File: src/rtl/cnn_layer_accel_result_pkg.sv
// Shared definitions for the CNN layer accelerator result packer.
// Holds the lane/word geometry, the packer FSM state encoding, the
// packed output word layout and a helper that builds lane-valid masks.
package cnn_layer_accel_result_pkg;

  localparam int unsigned C_RESULT_WIDTH = 16;
  localparam int unsigned C_OUT_WIDTH    = 128;
  localparam int unsigned C_RES_PER_WORD = C_OUT_WIDTH / C_RESULT_WIDTH;
  localparam int unsigned C_LANE_IDX_W   = $clog2(C_RES_PER_WORD);

  typedef logic [C_LANE_IDX_W-1:0] lane_idx_t;

  typedef enum logic [2:0] {
    ST_IDLE,
    ST_CALC,
    ST_PACK,
    ST_DRAIN,
    ST_DONE
  } state_e;

  typedef struct packed {
    logic [C_OUT_WIDTH-1:0]    data;
    logic [C_RES_PER_WORD-1:0] keep;
    logic                      last;
  } packed_word_t;

  // Ones in lanes 0..top_lane, zeros above.
  function automatic logic [C_RES_PER_WORD-1:0] keep_mask(input lane_idx_t top_lane);
    logic [C_RES_PER_WORD-1:0] m;
    m = '0;
    for (int unsigned i = 0; i < C_RES_PER_WORD; i++) begin
      m[i] = (i <= 32'(top_lane));
    end
    return m;
  endfunction

endpackage

File: src/rtl/cnn_layer_accel_pos_counter.sv
// Output position tracker for the result packer.
// Column advances fastest, then row, then depth. Each counter wraps at its
// configured size minus one and carries into the next.
// Ports:
//   clk_core, rst      : clock, synchronous active-low reset
//   clear              : zero all three positions (start of a job)
//   advance            : one result accepted, step to the next position
//   rows_cfg, cols_cfg : latched job dimensions used for wrapping
//   row, col, depth    : position of the next result to be accepted
module cnn_layer_accel_pos_counter (
  input  logic        clk_core,
  input  logic        rst,
  input  logic        clear,
  input  logic        advance,
  input  logic [9:0]  rows_cfg,
  input  logic [9:0]  cols_cfg,
  output logic [31:0] row,
  output logic [31:0] col,
  output logic [31:0] depth
);

  logic [31:0] row_q, row_d;
  logic [31:0] col_q, col_d;
  logic [31:0] depth_q, depth_d;
  logic [31:0] col_last;
  logic [31:0] row_last;

  always_comb begin
    row_d    = row_q;
    col_d    = col_q;
    depth_d  = depth_q;
    col_last = {22'd0, cols_cfg} - 32'd1;
    row_last = {22'd0, rows_cfg} - 32'd1;
    if (clear) begin
      row_d   = '0;
      col_d   = '0;
      depth_d = '0;
    end else if (advance) begin
      if (col_q == col_last) begin
        col_d = '0;
        if (row_q == row_last) begin
          row_d   = '0;
          depth_d = depth_q + 32'd1;
        end else begin
          row_d = row_q + 32'd1;
        end
      end else begin
        col_d = col_q + 32'd1;
      end
    end
  end

  always_ff @(posedge clk_core) begin
    if (!rst) begin
      row_q   <= '0;
      col_q   <= '0;
      depth_q <= '0;
    end else begin
      row_q   <= row_d;
      col_q   <= col_d;
      depth_q <= depth_d;
    end
  end

  assign row   = row_q;
  assign col   = col_q;
  assign depth = depth_q;

endmodule

File: src/rtl/cnn_layer_accel_result_packer.sv
// Result packer: consumes 16-bit convolution results over a valid/accept
// handshake and packs eight of them per 128-bit word, lane 0 oldest.
// Counts results against rows*cols*kernels, flags the final (possibly
// partial) word with packed_last and tracks the output position.
// Ports:
//   clk_core, rst                 : clock, synchronous active-low reset
//   job_start / job_accept        : job request and same-cycle acknowledge
//   num_*_cfg                     : job dimensions, sampled with job_start
//   result_valid/accept/data      : incoming result stream
//   packed_valid/ready/data/keep/last : outgoing packed word stream
//   job_done                      : one-cycle pulse after the final word
//   output_row/col/depth          : position of the next result to accept
module cnn_layer_accel_result_packer
  import cnn_layer_accel_result_pkg::*;
(
  input  logic         clk_core,
  input  logic         rst,
  input  logic         job_start,
  output logic         job_accept,
  input  logic [9:0]   num_output_rows_cfg,
  input  logic [9:0]   num_output_cols_cfg,
  input  logic [6:0]   num_kernel_cfg,
  input  logic         result_valid,
  output logic         result_accept,
  input  logic [15:0]  result_data,
  output logic         packed_valid,
  input  logic         packed_ready,
  output logic [127:0] packed_data,
  output logic [7:0]   packed_keep,
  output logic         packed_last,
  output logic         job_done,
  output logic [31:0]  output_row,
  output logic [31:0]  output_col,
  output logic [31:0]  output_depth
);

  localparam lane_idx_t LAST_LANE = lane_idx_t'(C_RES_PER_WORD - 1);

  typedef logic [C_RES_PER_WORD-1:0][C_RESULT_WIDTH-1:0] lane_buf_t;

  state_e       state_q, state_d;
  logic [9:0]   rows_q, rows_d;
  logic [9:0]   cols_q, cols_d;
  logic [6:0]   kern_q, kern_d;
  logic [31:0]  total_q, total_d;
  logic [31:0]  count_q, count_d;
  lane_idx_t    lane_cnt_q, lane_cnt_d;
  lane_buf_t    lane_buf_q, lane_buf_d;
  packed_word_t word_q, word_d;
  logic         pv_q, pv_d;

  logic [31:0]  remaining;
  logic         completes;
  logic         accept;
  logic         take;
  logic         job_accept_c;
  logic         pos_clear;
  lane_buf_t    new_word;

  always_comb begin
    state_d      = state_q;
    rows_d       = rows_q;
    cols_d       = cols_q;
    kern_d       = kern_q;
    total_d      = total_q;
    count_d      = count_q;
    lane_cnt_d   = lane_cnt_q;
    lane_buf_d   = lane_buf_q;
    word_d       = word_q;
    pv_d         = pv_q && !packed_ready;
    accept       = 1'b0;
    take         = 1'b0;
    job_accept_c = 1'b0;
    pos_clear    = 1'b0;
    remaining    = total_q - count_q;
    completes    = (lane_cnt_q == LAST_LANE) || (remaining == 32'd1);
    // The completing result bypasses the lane buffer so the word is
    // registered on the same edge it is accepted.
    new_word             = lane_buf_q;
    new_word[lane_cnt_q] = result_data;

    unique case (state_q)
      ST_IDLE: begin
        if (job_start) begin
          rows_d       = num_output_rows_cfg;
          cols_d       = num_output_cols_cfg;
          kern_d       = num_kernel_cfg;
          job_accept_c = 1'b1;
          state_d      = ST_CALC;
        end
      end
      ST_CALC: begin
        total_d    = 32'(rows_q) * 32'(cols_q) * 32'(kern_q);
        count_d    = '0;
        lane_cnt_d = '0;
        lane_buf_d = '0;
        pos_clear  = 1'b1;
        state_d    = (total_d == 32'd0) ? ST_DONE : ST_PACK;
      end
      ST_PACK: begin
        // Hold off only the word-completing result while the output
        // register is still occupied and not being drained this cycle.
        accept = !(completes && pv_q && !packed_ready);
        take   = accept && result_valid;
        if (take) begin
          count_d = count_q + 32'd1;
          if (completes) begin
            word_d.data = new_word;
            word_d.keep = keep_mask(lane_cnt_q);
            word_d.last = (remaining == 32'd1);
            pv_d        = 1'b1;
            lane_buf_d  = '0;
            lane_cnt_d  = '0;
            if (remaining == 32'd1) state_d = ST_DRAIN;
          end else begin
            lane_buf_d[lane_cnt_q] = result_data;
            lane_cnt_d             = lane_cnt_q + lane_idx_t'(1);
          end
        end
      end
      ST_DRAIN: begin
        if (pv_q && packed_ready) state_d = ST_DONE;
      end
      ST_DONE: begin
        state_d = ST_IDLE;
      end
      default: begin
        state_d = ST_IDLE;
      end
    endcase
  end

  always_ff @(posedge clk_core) begin
    if (!rst) begin
      state_q    <= ST_IDLE;
      rows_q     <= '0;
      cols_q     <= '0;
      kern_q     <= '0;
      total_q    <= '0;
      count_q    <= '0;
      lane_cnt_q <= '0;
      lane_buf_q <= '0;
      word_q     <= '0;
      pv_q       <= 1'b0;
    end else begin
      state_q    <= state_d;
      rows_q     <= rows_d;
      cols_q     <= cols_d;
      kern_q     <= kern_d;
      total_q    <= total_d;
      count_q    <= count_d;
      lane_cnt_q <= lane_cnt_d;
      lane_buf_q <= lane_buf_d;
      word_q     <= word_d;
      pv_q       <= pv_d;
    end
  end

  cnn_layer_accel_pos_counter u_pos (
    .clk_core (clk_core),
    .rst      (rst),
    .clear    (pos_clear),
    .advance  (take),
    .rows_cfg (rows_q),
    .cols_cfg (cols_q),
    .row      (output_row),
    .col      (output_col),
    .depth    (output_depth)
  );

  // Acknowledge is combinational from job_start; masked while reset is
  // asserted so every output reads zero during reset.
  assign job_accept    = job_accept_c && rst;
  assign result_accept = accept;
  assign packed_valid  = pv_q;
  assign packed_data   = word_q.data;
  assign packed_keep   = word_q.keep;
  assign packed_last   = word_q.last;
  assign job_done      = (state_q == ST_DONE);

endmodule

File: config.mk
export PLATFORM = sky130hd
export DESIGN_NAME = cnn_layer_accel_result_packer
export DESIGN_NICKNAME = d
export VERILOG_FILES = /design/src/rtl/cnn_layer_accel_result_pkg.sv /design/src/rtl/cnn_layer_accel_pos_counter.sv /design/src/rtl/cnn_layer_accel_result_packer.sv
export SDC_FILE = /design/constraint.sdc
export NUM_CORES = 1
export LEC_CHECK = 0
export BUFFER_PORTS_ARGS = -buffer_cell sky130_fd_sc_hd__buf_2
export CORE_MARGIN = 1
export CORE_UTILIZATION = 30
export DETAILED_ROUTE_END_ITERATION = 7
export PLACE_DENSITY = 0.46
export SLEW_MARGIN = 20
export SYNTH_ARGS = -nofsm -noshare
export SYNTH_HDL_FRONTEND = slang
export SYNTH_SLANG_ARGS = --single-unit
export TNS_END_PERCENT = 30
File: constraint.sdc
create_clock -name clk_core -period 12.2 [get_ports clk_core]
set_input_delay 2.44 -clock clk_core [delete_from_list [all_inputs] [get_ports clk_core]]
set_output_delay 2.44 -clock clk_core [all_outputs]
set_load 0.05 [all_outputs]
==> results.ini, run 1 <==
[clocking]
ctsRootBufferMaster = clkbuf_16
path_clk_slew_ps = 60
cts_tree = yes
cts-hold-fix-buffers = 0
cts.htree.levels = 2
post_cts_buffers = 0
cts_resized = 0
clkLatencyLatePin_ps = 670
cts_buffer_depth = 3
clock_sinks = 454
cts_made_buffers = 57

[worst_setup_path]
critPathKind = reg2reg
slowest_stage = dfxtp_1
max_stage_delay_ps = 770
cp-start-kind = flop
cp_data_arrival_time_ps = 11360
cp_max_fo = 17
crit_path_frequent_cell = fa_1
cp-end-kind = flop
critPathRequiredTime_ps = 12760

[sta]
setup_viol = 0
hold_violations = 0
skew_ps = 35.3
slew_violations = 0
maxSlewHeadroom_pct = 27.1
min_period_ps = 10810
tightest_slew_ps = 1090
timing.setup.tns_ps = 0
fin_crit_sh_pct = 88.6
rsz0062_at_grt = no
max_freq_mhz = 92.5

[global_routing]
grt_max_degree = 111
grt_pass1_vias = 24900
grt_pass1_wl_mm = 154
overflow = 0
grt_util_all_layers_pct = 19.8
antenna_found_initial = 5

[synth]
syn-num-nets = 3724
synth.avg_cell_area_sq_um = 8.77
syn-cell-area_sq_mm = 0.0297
synth.yosys.seq_area_share_pct = 30.6
synth_edf_count = 0
ys_ff_latch = 454
synth_largest_area_cell = dfxtp_1
yosys.area.top_type_share_pct = 30.6
ys_warn_count = 0
synthCells = 3388
synth.distinct_cells = 83
ys_top_cells_by_area = dfxtp_1 31%, fa_1 10%, nand2_1 6.0%
synthFlopType = dfxtp_1
synthArstFlopShare_pct = 0

[min_path]
min_path_type = reg2reg

[layout]
area_delta_synth_final_pct = 14.7
post-route-util_pct = 34.7
final-instance-count-excl-fill = 4866
drive_gt1_share_pct = 13.0
n_antenna_cell = 0
final_nets = 3868

[detailed_routing]
drc = 0
vias_per_cell = 5.19
ant_nets = 0
routedWlPerCell_um = 20.6
num_vias = 25200
drt-initial-drc-count = 1528
drt-pass1-iter-count = 5
routed_wl_mm = 100

[floorplanning]
dieArea_sq_mm = 0.100
die_w_um = 317
start_util_pct = 30.2
rows = 115
chipHeight_um = 317
coreArea_sq_mm = 0.0983
io_pins = 285

[placed_design]
io_buffers = 284
dpl.cell_count = 4760
dpl.hpwl_mm = 72.7
gp_congestion = 0.864

[flow_run]
maxCapViolations = 0

[power]
p_leak_nw = 16.1
ir_drop_uv = 108
powerDensity_mw_per_mm2 = 139

[status]
status = finished, final reports clean

-- sequential cells by signal (all words and copies together) (netlist names) --
signal and cells:
lane_cnt_q 3, packed_keep 8, state_q 3, u_pos.depth 32, packed_valid 1, kern_q 7, count_q 32, rows_q 10
packed_data 128, u_pos.row 32, lane_buf_q 128, cols_q 10, packed_last 1, u_pos.col 32, total_q 27
-- where the power goes --
part | internal (mW) | switching [mW]
combinational | 0.456 | 0.866
clock | 1.09 | 0.728
sequential | 1.52 | 0.0867
total | 3.07 | 1.68
-- final cells by class --
cell class | count | area [sq um]
Timing Repair Buffer | 317 | 1680
Clock inverter | 25 | 377
Multi-Input combinational cell | 2467 | 18800
Fill cell | 10400 | 64200
Tap cell | 1287 | 1610
Sequential cell | 454 | 9090
Clock buffer | 81 | 1650
Inverter | 235 | 882
-- through the flow --
stage / area, sq um / hold slack (ps) / worst slack, ps / total power [mW]
3_3_place_gp: 32000 / 444 / 1580 / 2.96
6_report: 34100 / 461 / 1390 / 4.75
2_1_floorplan: 29700 / 432 / 2380 / 2.54
4_1_cts: 34000 / 464 / 1450 / 4.81
5_1_grt: 34100 / 477 / 790 / 5.01
3_5_place_dp: 32000 / 446 / 1560 / 2.95
-- logic make-up after synthesis --
| family | share of synthesized area [%] |
|---|---|
| compound gates | 19.6 |
| fa+ha+maj | 16.0 |
| mux | 5.94 |
| buf+inv | 6.33 |
| flops | 30.6 |
| xor+xnor | 2.33 |
| simple gates | 19.3 |
-- critical path, delay by kind of cell (launching register included) --
kind	cells	cell delay, ps
AND/OR/NAND/NOR	9	1380
XOR/XNOR	2	660
adder cells (fa/ha/maj)	11	5330
flip-flops	1	770
AO/OA/AOI/OAI	8	2180
buffers and inverters	7	350
-- cells in the mapped netlist, types with 60 or more instances --
cell type and number:
o211a_1 137, nand3_1 94, nor3_1 60, nor2_1 98
mux2i_1 174, inv_1 235, nand2_1 478, dfxtp_1 454
o2bb2ai_1 128, fa_1 152, a21oi_1 139, and2_1 139
ha_1 136, clkbuf_1 149, o21ai_0 104
-- path summary, 6_finish.rpt --
kind                                startpoint              to  slack [ps]  cells past startpoint
worst max-delay path                 rows_q[5]      state_q[1]        1390                     37
worst min-delay path            packed_keep[0]  packed_keep[0]         460                      1
worst max register to register       rows_q[5]      state_q[1]        1390                     37
worst min register to register  packed_keep[0]  packed_keep[0]         460                      1
-- placed cells by master, fill, tap and decap left out, types with 11 or more instances in the layout --
cell type | Yosys | final
a2111oi_0 | 17 | 16
a211oi_1 | 13 | 13
a21boi_0 | 50 | 50
a21o_1 | 22 | 22
a21oi_1 | 139 | 139
a31oi_1 | 18 | 18
and2_1 | 139 | 139
and3_1 | 35 | 35
buf_2 | 49 | 283
buf_4 | 5 | 33
clkbuf_1 | 149 | 12
clkbuf_16 | 0 | 58
clkbuf_8 | 0 | 11
dfxtp_1 | 454 | 454
fa_1 | 152 | 152
ha_1 | 136 | 136
inv_1 | 235 | 235
mux2i_1 | 174 | 174
nand2_1 | 478 | 477
nand2b_1 | 39 | 39
nand3_1 | 94 | 94
nand4_1 | 43 | 43
nor2_1 | 98 | 96
nor2b_1 | 12 | 12
nor3_1 | 60 | 57
nor4_1 | 23 | 23
o211a_1 | 137 | 137
o211ai_1 | 13 | 13
o21a_1 | 11 | 11
o21ai_0 | 104 | 103
o2bb2ai_1 | 128 | 128
o31ai_1 | 30 | 30
or3_1 | 51 | 51
or4_1 | 33 | 33
xnor2_1 | 59 | 59
xor2_1 | 20 | 20
-- routing by layer --
| layer | vias up | share of wire (%) | global-route usage (%) |
|---|---|---|---|
| met2 | 590 | 46 | 32.5 |
| met4 | 10 | 2.4 | 5.33 |
| met3 | 132 | 5.2 | 3.37 |
| met5 | - | 0.059 | 0 |
| li1 | 12200 | - | - |
| met1 | 12300 | 46 | 26.6 |
Power figures use the tool's default switching activity.
==> inputs of run 2 (changes only) <==
CORE_UTILIZATION = 25   (was 30)
PLACE_DENSITY = 0.4   (was 0.46)
==> run 2 against run 1 <==
- critical path depth decreased by 1
- global-route usage decreased by 2.3 points
- worst hold slack lost 3.9 ps
- largest power group unchanged
==> results.ini, run 2 (same netlist as run 1, synthesis figures left out) <==
[global_routing]
antenna_found_initial = 8
grt_max_degree = 200
grt_pass1_wl_mm = 164
grt_util_all_layers_pct = 17.5
overflow = 0
grt_pass1_vias = 25400

[sta]
maxSlewHeadroom_pct = 13.8
tightest_slew_ps = 1280
hold_violations = 0
skew_ps = 23.6
timing.setup.tns_ps = 0
setup_viol = 0
slew_violations = 0
fin_hold_ws_ps = 458
max_freq_mhz = 93.5
fin_crit_sh_pct = 87.7
rsz0062_at_grt = no
min_period_ps = 10690

[power]
ir_drop_uv = 104
p_leak_nw = 16.1
powerDensity_mw_per_mm2 = 138

[detailed_routing]
drt-initial-drc-count = 1251
routed_wl_mm = 106
drt-pass1-iter-count = 5
routedWlPerCell_um = 20.7
drc = 0
vias_per_cell = 4.92
num_vias = 25200
ant_nets = 0

[min_path]
min_path_type = reg2reg

[worst_setup_path]
critPathKind = reg2reg
crit_buf_inv = 7
max_stage_delay_ps = 770
crit_path_frequent_cell = fa_1
critPathRequiredTime_ps = 12750
cp_data_arrival_time_ps = 11250
cp-end-kind = flop
cp_max_fo = 17
path_delay_family = adder cells
cp-start-kind = flop
slowest_stage = dfxtp_1

[layout]
final_nets = 3875
area_delta_synth_final_pct = 15.7
final_common_cell = nand2_1
final_cell_mix = 477 x nand2_1, 454 x dfxtp_1, 283 x buf_2
drive_gt1_share_pct = 12.9
post-route-util_pct = 29.1

[clocking]
path_clk_slew_ps = 60
cts_tree = yes
clkLatencyLatePin_ps = 660
cts_resized = 0
clock_sinks = 454
cts-hold-fix-buffers = 0
ctsRootBufferMaster = clkbuf_16
post_cts_buffers = 0
cts_buffer_depth = 3
cts.htree.levels = 2
cts_made_buffers = 59

[floorplanning]
io_pins = 285
die_w_um = 347
coreArea_sq_mm = 0.118
chipHeight_um = 347
dieArea_sq_mm = 0.120
start_util_pct = 25.2
rows = 126

[placed_design]
gp_congestion = 0.860
io_buffers = 284
dpl.hpwl_mm = 78.0

[status]
status = finished, final reports clean

[flow_run]
maxCapViolations = 0

-- run 2: cell count changes in the layout (fill, tap and decap cells not counted), moves of 2 or more --
cell       delta
buf_4         +4
diode_2       +4
clkbuf_1      +3
clkinv_2      -3
bufinv_16     -2
clkbuf_8      +2
inv_6         -2
-- run 2: worst paths after layout --
check | from | end | slack (ps) | depth (start not counted)
worst max-delay path | rows_q[5] | state_q[1] | 1510 | 36
worst max register to register | rows_q[5] | state_q[1] | 1510 | 36
worst min-delay path | count_q[24] | count_q[24] | 460 | 2
worst min register to register | count_q[24] | count_q[24] | 460 | 2
-- run 2: layer usage --
layer  global-route usage, %  vias up  share of wire [%]
met5                       0        -              0.042
met4                    4.64        8                2.3
met3                    2.97      136                4.3
met2                    28.9      508                 46
met1                    23.5    12300                 47
li1                        -    12300                  -
-- run 2: power by group --
part / total [mW] / internal [mW] / switching [mW] / leakage [nW]
clock network: 1.80 / 1.07 / 0.727 / 0.959
registers: 1.61 / 1.52 / 0.0959 / 3.66
logic: 1.33 / 0.460 / 0.875 / 11.5
total: 4.74 / 3.05 / 1.70 / 16.1
-- run 2: worst reg2reg max path: cells and delay by family, from the launching register on --
family	cells	cell delay [ps]
buf+inv	7	360
flops	1	770
simple gates	7	960
xor+xnor	2	710
fa+ha+maj	11	5350
compound gates	9	2440
-- run 2: layout make-up --
type	instances	area, sq um
antenna	4	10.0
clock buffer	87	1710
clock inverter	16	251
fill	12800	83600
inverter	235	882
multi-input combinational	2467	18800
sequential	454	9090
tap	1536	1920
timing repair buffer	322	1730
-- run 2: stage by stage --
stage	std cells	cell area (sq um)	worst slack, ps	total power [mW]
6_report	5121	34400	1510	4.74
2_1_floorplan	3388	29700	2380	2.54
4_1_cts	5117	34300	1460	4.83
3_3_place_gp	5014	32400	1610	3.00
3_5_place_dp	5014	32400	1540	2.98
5_1_grt	5118	34400	606	5.03
